## src/rtl/l2_pkg.sv

```systemverilog
// Shared layer-2 frame constants. The forwarding core and the transmitters
// import the same package, so the field layout is defined in exactly one place.
package l2_pkg;

  // Frame geometry
  localparam int DEPTH      = 16;
  localparam int ADDR_WIDTH = 4;
  localparam int SFD_WIDTH  = 4;

  localparam logic [SFD_WIDTH-1:0]  SFD_PATTERN    = 4'b1011;
  localparam logic [ADDR_WIDTH-1:0] BROADCAST_ADDR = '1;

  // Field positions, MSB of the frame is the first bit on the wire
  localparam int SFD_MSB     = DEPTH - 1;
  localparam int SFD_LSB     = DEPTH - SFD_WIDTH;
  localparam int DEST_MSB    = SFD_LSB - 1;
  localparam int DEST_LSB    = DEST_MSB - ADDR_WIDTH + 1;
  localparam int SRC_MSB     = DEST_LSB - 1;
  localparam int SRC_LSB     = SRC_MSB - ADDR_WIDTH + 1;
  localparam int PAYLOAD_MSB = SRC_LSB - 1;
  localparam int PAYLOAD_LSB = 0;

  // Counter wide enough to hold the number of post-SFD bits
  localparam int BIT_CNT_WIDTH = $clog2(DEPTH + 1);

  typedef logic [DEPTH-1:0] frame_t;

  typedef enum logic {
    ST_HUNT = 1'b0,
    ST_RECV = 1'b1
  } rx_state_e;

  // Extract the source address field from a complete frame
  function automatic logic [ADDR_WIDTH-1:0] frame_src(input frame_t frame);
    return frame[SRC_MSB:SRC_LSB];
  endfunction

  // Extract the destination address field from a complete frame
  function automatic logic [ADDR_WIDTH-1:0] frame_dest(input frame_t frame);
    return frame[DEST_MSB:DEST_LSB];
  endfunction

endpackage

```

## src/rtl/l2_rx_deframer_if.sv

```systemverilog
// Frame handoff from the deframer to the forwarding core: valid/ready with
// the captured frame held stable until accepted.
interface l2_rx_deframer_if;
  import l2_pkg::*;

  frame_t rx_frame;
  logic   frame_valid;
  logic   frame_ready;

  // Producer side (deframer)
  modport master (
    output rx_frame,
    output frame_valid,
    input  frame_ready
  );

  // Consumer side (forwarding core)
  modport slave (
    input  rx_frame,
    input  frame_valid,
    output frame_ready
  );

endinterface

```

## src/rtl/l2_sat_counter.sv

```systemverilog
// Statistics counter that increments on a one-cycle pulse and holds at its
// maximum value instead of wrapping.
module l2_sat_counter #(
  parameter int WIDTH = 8
) (
  input  logic             clk,
  input  logic             rst,
  input  logic             inc,
  output logic [WIDTH-1:0] count
);

  // Count pulses, stick at all-ones
  // NOTE: state is assigned with <= so every flop samples pre-edge values.
  always_ff @(posedge clk or negedge rst) begin
    if (!rst) begin
      count <= '0;
    end else if (inc && (count != '1)) begin
      count <= count + WIDTH'(1);
    end
  end

endmodule

```

## src/rtl/l2_rx_deframer.sv

```systemverilog
// Bit-serial ingress deframer. Hunts for the SFD, shifts in the remainder of
// the frame, and hands completed frames to the forwarding core. Frames with a
// broadcast source, or that arrive while the output slot is still occupied,
// are dropped and counted.
module l2_rx_deframer
  import l2_pkg::*;
#(
  parameter int CNT_WIDTH = 8
) (
  input  logic                 clk,
  input  logic                 rst,
  input  logic                 rx_bit,
  l2_rx_deframer_if.master     frame_if,
  output logic                 busy,
  output logic [CNT_WIDTH-1:0] bad_src_cnt,
  output logic [CNT_WIDTH-1:0] overflow_cnt
);

  rx_state_e                state;
  rx_state_e                state_next;
  logic [SFD_WIDTH-1:0]     hunt_reg;
  logic [BIT_CNT_WIDTH-1:0] bit_cnt;
  frame_t                   work_reg;
  frame_t                   new_frame;
  frame_t                   rx_frame_q;
  logic                     frame_valid_q;

  logic sfd_hit;
  logic frame_done;
  logic src_bad;
  logic slot_free;
  logic frame_load;
  logic bad_inc;
  logic ovf_inc;

  // The frame as it stands once the bit on the line this cycle is included
  assign new_frame = {work_reg[DEPTH-2:0], rx_bit};
  assign src_bad   = (frame_src(new_frame) == BROADCAST_ADDR);

  // The slot is free if empty, or if its current frame is taken this edge
  assign slot_free = !frame_valid_q || frame_if.frame_ready;

  // Next-state decode and completion detection
  // NOTE: every output gets a default first so no path leaves it unassigned.
  always_comb begin
    state_next = state;
    sfd_hit    = 1'b0;
    frame_done = 1'b0;
    unique case (state)
      ST_HUNT: begin
        if ({hunt_reg[SFD_WIDTH-2:0], rx_bit} == SFD_PATTERN) begin
          sfd_hit    = 1'b1;
          state_next = ST_RECV;
        end
      end
      ST_RECV: begin
        if (bit_cnt == BIT_CNT_WIDTH'(1)) begin
          frame_done = 1'b1;
          state_next = ST_HUNT;
        end
      end
      default: state_next = ST_HUNT;
    endcase
  end

  // Emit decision, taken at the edge that samples the last bit
  always_comb begin
    frame_load = frame_done && !src_bad && slot_free;
    bad_inc    = frame_done && src_bad;
    ovf_inc    = frame_done && !src_bad && !slot_free;
  end

  // State register; busy is registered from the next-state decode
  always_ff @(posedge clk or negedge rst) begin
    if (!rst) begin
      state <= ST_HUNT;
      busy  <= 1'b0;
    end else begin
      state <= state_next;
      busy  <= (state_next == ST_RECV);
    end
  end

  // Hunt and working shift registers plus the remaining-bit counter
  always_ff @(posedge clk or negedge rst) begin
    if (!rst) begin
      hunt_reg <= '0;
      bit_cnt  <= '0;
      work_reg <= '0;
    end else begin
      unique case (state)
        ST_HUNT: begin
          hunt_reg <= {hunt_reg[SFD_WIDTH-2:0], rx_bit};
          if (sfd_hit) begin
            bit_cnt  <= BIT_CNT_WIDTH'(DEPTH - SFD_WIDTH);
            work_reg <= DEPTH'(SFD_PATTERN);
          end
        end
        ST_RECV: begin
          // Held at zero so payload bits cannot combine with the next
          // frame's leading bits into a false delimiter.
          hunt_reg <= '0;
          work_reg <= new_frame;
          bit_cnt  <= bit_cnt - BIT_CNT_WIDTH'(1);
        end
        default: begin
          hunt_reg <= '0;
          bit_cnt  <= '0;
        end
      endcase
    end
  end

  // Output slot: load a good frame, or clear once the consumer takes it
  always_ff @(posedge clk or negedge rst) begin
    if (!rst) begin
      rx_frame_q    <= '0;
      frame_valid_q <= 1'b0;
    end else if (frame_load) begin
      rx_frame_q    <= new_frame;
      frame_valid_q <= 1'b1;
    end else if (frame_valid_q && frame_if.frame_ready) begin
      frame_valid_q <= 1'b0;
    end
  end

  assign frame_if.rx_frame    = rx_frame_q;
  assign frame_if.frame_valid = frame_valid_q;

  l2_sat_counter #(
    .WIDTH (CNT_WIDTH)
  ) u_bad_src_cnt (
    .clk   (clk),
    .rst   (rst),
    .inc   (bad_inc),
    .count (bad_src_cnt)
  );

  l2_sat_counter #(
    .WIDTH (CNT_WIDTH)
  ) u_overflow_cnt (
    .clk   (clk),
    .rst   (rst),
    .inc   (ovf_inc),
    .count (overflow_cnt)
  );

endmodule

```

## src/flat_wrapper.sv

```systemverilog
// flat-port wrapper written by rule: the top's interface ports become plain ports
module l2_rx_deframer_flat import l2_pkg::*;
#(
  parameter int CNT_WIDTH = 8
)
  (clk, rst, rx_bit, busy, bad_src_cnt, overflow_cnt, frame_if_rx_frame, frame_if_frame_valid, frame_if_frame_ready);
  l2_rx_deframer_if frame_if_i ();
  input  logic clk;
  input  logic rst;
  input  logic rx_bit;
  output logic busy;
  output logic [CNT_WIDTH-1:0] bad_src_cnt;
  output logic [CNT_WIDTH-1:0] overflow_cnt;
  output wire logic [$bits(frame_if_i.rx_frame)-1:0] frame_if_rx_frame;
  output wire logic [$bits(frame_if_i.frame_valid)-1:0] frame_if_frame_valid;
  input wire logic [$bits(frame_if_i.frame_ready)-1:0] frame_if_frame_ready;
  assign frame_if_rx_frame = frame_if_i.rx_frame;
  assign frame_if_frame_valid = frame_if_i.frame_valid;
  assign frame_if_i.frame_ready = frame_if_frame_ready;
  l2_rx_deframer #(.CNT_WIDTH(CNT_WIDTH)) u_core (.clk(clk), .rst(rst), .rx_bit(rx_bit), .frame_if(frame_if_i), .busy(busy), .bad_src_cnt(bad_src_cnt), .overflow_cnt(overflow_cnt));
endmodule
```

## config.mk

```make
export PLATFORM = sky130hd
export DESIGN_NAME = l2_rx_deframer_flat
export DESIGN_NICKNAME = d
export VERILOG_FILES = /design/src/rtl/l2_pkg.sv /design/src/rtl/l2_rx_deframer_if.sv /design/src/rtl/l2_sat_counter.sv /design/src/rtl/l2_rx_deframer.sv /design/src/flat_wrapper.sv
export SDC_FILE = /design/constraint.sdc
export NUM_CORES = 1
export LEC_CHECK = 0
export ABC_AREA = 1
export BUFFER_PORTS_ARGS = -buffer_cell sky130_fd_sc_hd__buf_2
export CORE_AREA = 2 2 106 108
export DETAILED_ROUTE_END_ITERATION = 10
export DIE_AREA = 0 0 108 110
export PLACE_DENSITY = 0.39
export SYNTH_ARGS = -nofsm -noshare
export SYNTH_HDL_FRONTEND = slang
export SYNTH_SLANG_ARGS = --single-unit
```

## constraint.sdc

```tcl
create_clock -name clk -period 1.7 [get_ports clk]
set_input_delay 0.17 -clock clk [delete_from_list [all_inputs] [get_ports clk]]
set_output_delay 0.17 -clock clk [all_outputs]
set_load 0.05 [all_outputs]
```

==> key figures <==
Die
  – Die Wd: 108 um
  – Io pins: 38
  – Die Ht: 110 um
  – Starting Density: 24.5%
  – Row cnt: 38
  – Core ar.: 10700 um^2
  – Die Area: 11900 um^2

Setup path
  – Crit. End Element: flip-flop
  – Reg-to-reg critical path endpoint: u_core.frame_if.rx_frame[6]
  – Reg2reg start: u_core.bit_cnt[1]
  – Slowest CP cell: dfrtp_1
  – CP Max Fanout: 17
  – Buf/Inv on CP: 3
  – Crit Path Category: flip-flop to flip-flop
  – Largest delay share family, worst path: simple AND/OR/NAND/NOR gates
  – Critical path startpoint category: flip-flop
  – Worst Path Required: 1930 ps
  – Largest stage delay on the critical path: 370 ps
  – FF-to-FF setup slack: 110 ps
  – Crit path cell chain: inv_2, ha_1, inv_1, nor2_2, nand3_4, nor2_8, buf_12, nand2_8, nand2_1, o21ai_2
  – Worst Path Arrival: 1820 ps
  – Cells on worst reg2reg path: 10

STA
  – Slew Viols, Final: 0
  – Skew final: 7.67 ps
  – Final min period: 1590 ps
  – Final hold vios: 0
  – Worst-margin pin slew: 491 ps
  – Slew headroom: 67.3%
  – Fmax achieved: 629 MHz
  – Final hold slack: 122 ps
  – Setup-violating endpoint count in the final report: 0
  – Final setup margin: 111 ps
  – Final critical-path share of the clock period: 93.5%

Clock network
  – CTS tree: built
  – Max Root-Sink Buffers: 2
  – Root buf cell: clkbuf_8
  – H-Tree Depth: 3
  – Clock Latency Late Sink: 340 ps
  – Num CTS Buffers: 9
  – CTS Sinks: 57
  – Reg clk slew, reported paths: 70 ps

Place
  – Post-DP Area: 2990 um^2
  – GPL Wtd Cong: 0.753
  – Dpl hpwl: 3820 um
  – Pre-CTS WS: 2.61 ps
  – Port buffer count: 37

Flow run
  – Max_cap viols: 0

Drt
  – Initial DRT Pass Iterations: 4
  – Routed wire per std cell: 12.7 um
  – Initial DRC count: 82
  – Vias/cell: 4.21
  – DR vias: 2039
  – Remaining antenna violation count: 0
  – # DRC: 0
  – Final wirelength: 6160 um

Logic synthesis
  – Synth top area share: 54.3%
  – Yosys top cell by area: dfrtp_1
  – Syn avg cell area: 9.24 um^2
  – Synth unique cells: 30
  – Sequential fraction of the synthesis area: 54.3%
  – Synth Warn #: 0
  – Synth Net Count: 292
  – Seq cells post-synth: 57
  – Synth area leaders: dfrtp_1, nand2_1, o21ai_2
  – Post-Syn Area: 2630 um^2
  – Synth Instances: 284

Worst hold path
  – Hold_sp: rx_bit
  – WHS Path Cells: 3
  – Path category of the worst min-delay check: primary input to flip-flop
  – Hold EP: u_core.hunt_reg[0]

Global route
  – Congestion Overflow GR: 0
  – Total GRT Usage: 10.5%
  – Vias in the first global route: 1891
  – Largest net degree at the start of global routing: 58
  – First-pass GRT wire length: 9570 um
  – Initial antenna violation count: 0

Cells and area
  – Register Area: 1430 um^2
  – Finished Cell Area: 3360 um^2
  – Most frequent cells in the layout: nand2_1, dfrtp_1, buf_2, inv_1, o21ai_2
  – Final #Nets: 347
  – N_diodes: 0
  – Layout cells sized above 1: 27.3%
  – FILL cells: 1162
  – Max reg flops: 16
  – Multi-input gate area: 1050 um^2
  – Most common cell after layout, fill and taps aside: nand2_1
  – Area grow syn2layout: 27.8%

Power and ir drop
  – P_sw: 2.11 mW
  – Switch share: 38.4%
  – Register share of total power: 35.6%
  – Leakage: 1.69 nW
  – Clk pwr share: 30.9%
  – P per Cell Area: 1640 nW/um^2
  – Maximum vdd drop: 480 uV
  – Combinational share of power: 33.5%
  – P_int: 3.39 mW

Run status
  – Outcome: complete, no violations
## worst reg2reg max path, stage by stage (launching register included)
cell	delay, ps
dfrtp_1	370
inv_2	80
ha_1	130
inv_1	40
nor2_2	110
nand3_4	140
nor2_8	190
buf_12	130
nand2_8	100
nand2_1	130
o21ai_2	50
## through the flow
| stage | cells | TNS (ps) | total power [mW] | util, % |
|---|---|---|---|---|
| after detailed placement | 460 | 0 | 3.80 | 27.9 |
| after global routing | 484 | -21.7 | 5.84 | 31.4 |
| after global placement | 460 | 0 | 3.78 | 27.9 |
| after CTS | 477 | 0 | 5.53 | 30.5 |
| after floorplan | 284 | 0 | 3.32 | - |
| final | 484 | 0 | 5.49 | 31.4 |
## kinds of logic (layout without fill, tap and decap cells)
logic type      Yosys count  after routing  synth area share, %
fa+ha+maj                 4              4                 1.91
simple gates            135            137                 24.0
compound gates           39             39                 10.5
buf+inv                  43            101                 7.20
flops                    57             57                 54.3
xor+xnor                  6              6                 2.00
## worst max-delay path by stage
stage	startpoint	cells after the start	to
finish	u_core.bit_cnt[1]	10	u_core.frame_if.rx_frame[6]
global route	u_core.bit_cnt[1]	10	u_core.frame_if.rx_frame[6]
detailed placement	u_core.bit_cnt[1]	9	u_core.frame_if.rx_frame[15]
CTS	u_core.bit_cnt[1]	9	u_core.frame_if.rx_frame[6]
floorplan	u_core.u_bad_src_cnt.count[0]	8	u_core.u_bad_src_cnt.count[5]
global placement	u_core.bit_cnt[1]	9	u_core.frame_if.rx_frame[1]
## timing repair
action / CTS / global route
endpoints found under the hold margin: 57 / 0
resized for setup: 1 / 4
pin swaps: 0 / 3
buffers inserted: 0 / 5
endpoints found under the setup margin: 10 / 18
cloned: 0 / 2
hold buffers: 1 / 0
## power groups by stage
| stage | Clock, mW | Sequential (mW) | Combinational, mW |
|---|---|---|---|
| floorplan | 0 | 2.48 | 0.844 |
| global placement | 0 | 1.98 | 1.80 |
| detailed placement | 0 | 1.98 | 1.82 |
| CTS | 1.75 | 1.96 | 1.83 |
| global route | 1.81 | 2.01 | 2.02 |
| finish | 1.70 | 1.95 | 1.84 |
## cell type report
class                           count  share of cell area [%]
Clock buffer                       11                    3.91
Clock inverter                      5                    3.80
Inverter                           37                    4.21
Multi-Input combinational cell    186                    31.4
Sequential cell                    57                    42.5
Tap cell                          140                    5.22
Timing Repair Buffer               48                    8.91
## routing by layer
layer	vias to the layer above	wire length [um]	GRT usage, %
met5	-	0	0
met4	0	55	3.02
met3	6	282	4.41
met2	38	2790	16.7
met1	978	3030	13.2
li1	1017	-	-
## cells in the mapped netlist
master and number:
nor3_1 1, inv_1 35, nor2_8 1, buf_6 3, clkinv_1 1, ha_1 4, o21ai_0 4, nand3_1 11
o21ai_1 1, nand3_4 1, clkbuf_1 1, nor2_1 14, or2_2 1, buf_2 2, nor2_4 3, o22ai_1 13
nand3_2 1, nor2_2 2, nand3b_1 2, nand2_2 1, nand2_1 88, xnor2_1 3, dfrtp_1 57, a21oi_1 3
a21boi_0 2, xor2_1 3, o21ai_2 16, nand2_4 2, nand4_1 7, inv_4 1
(Power assumes the default switching activity.)
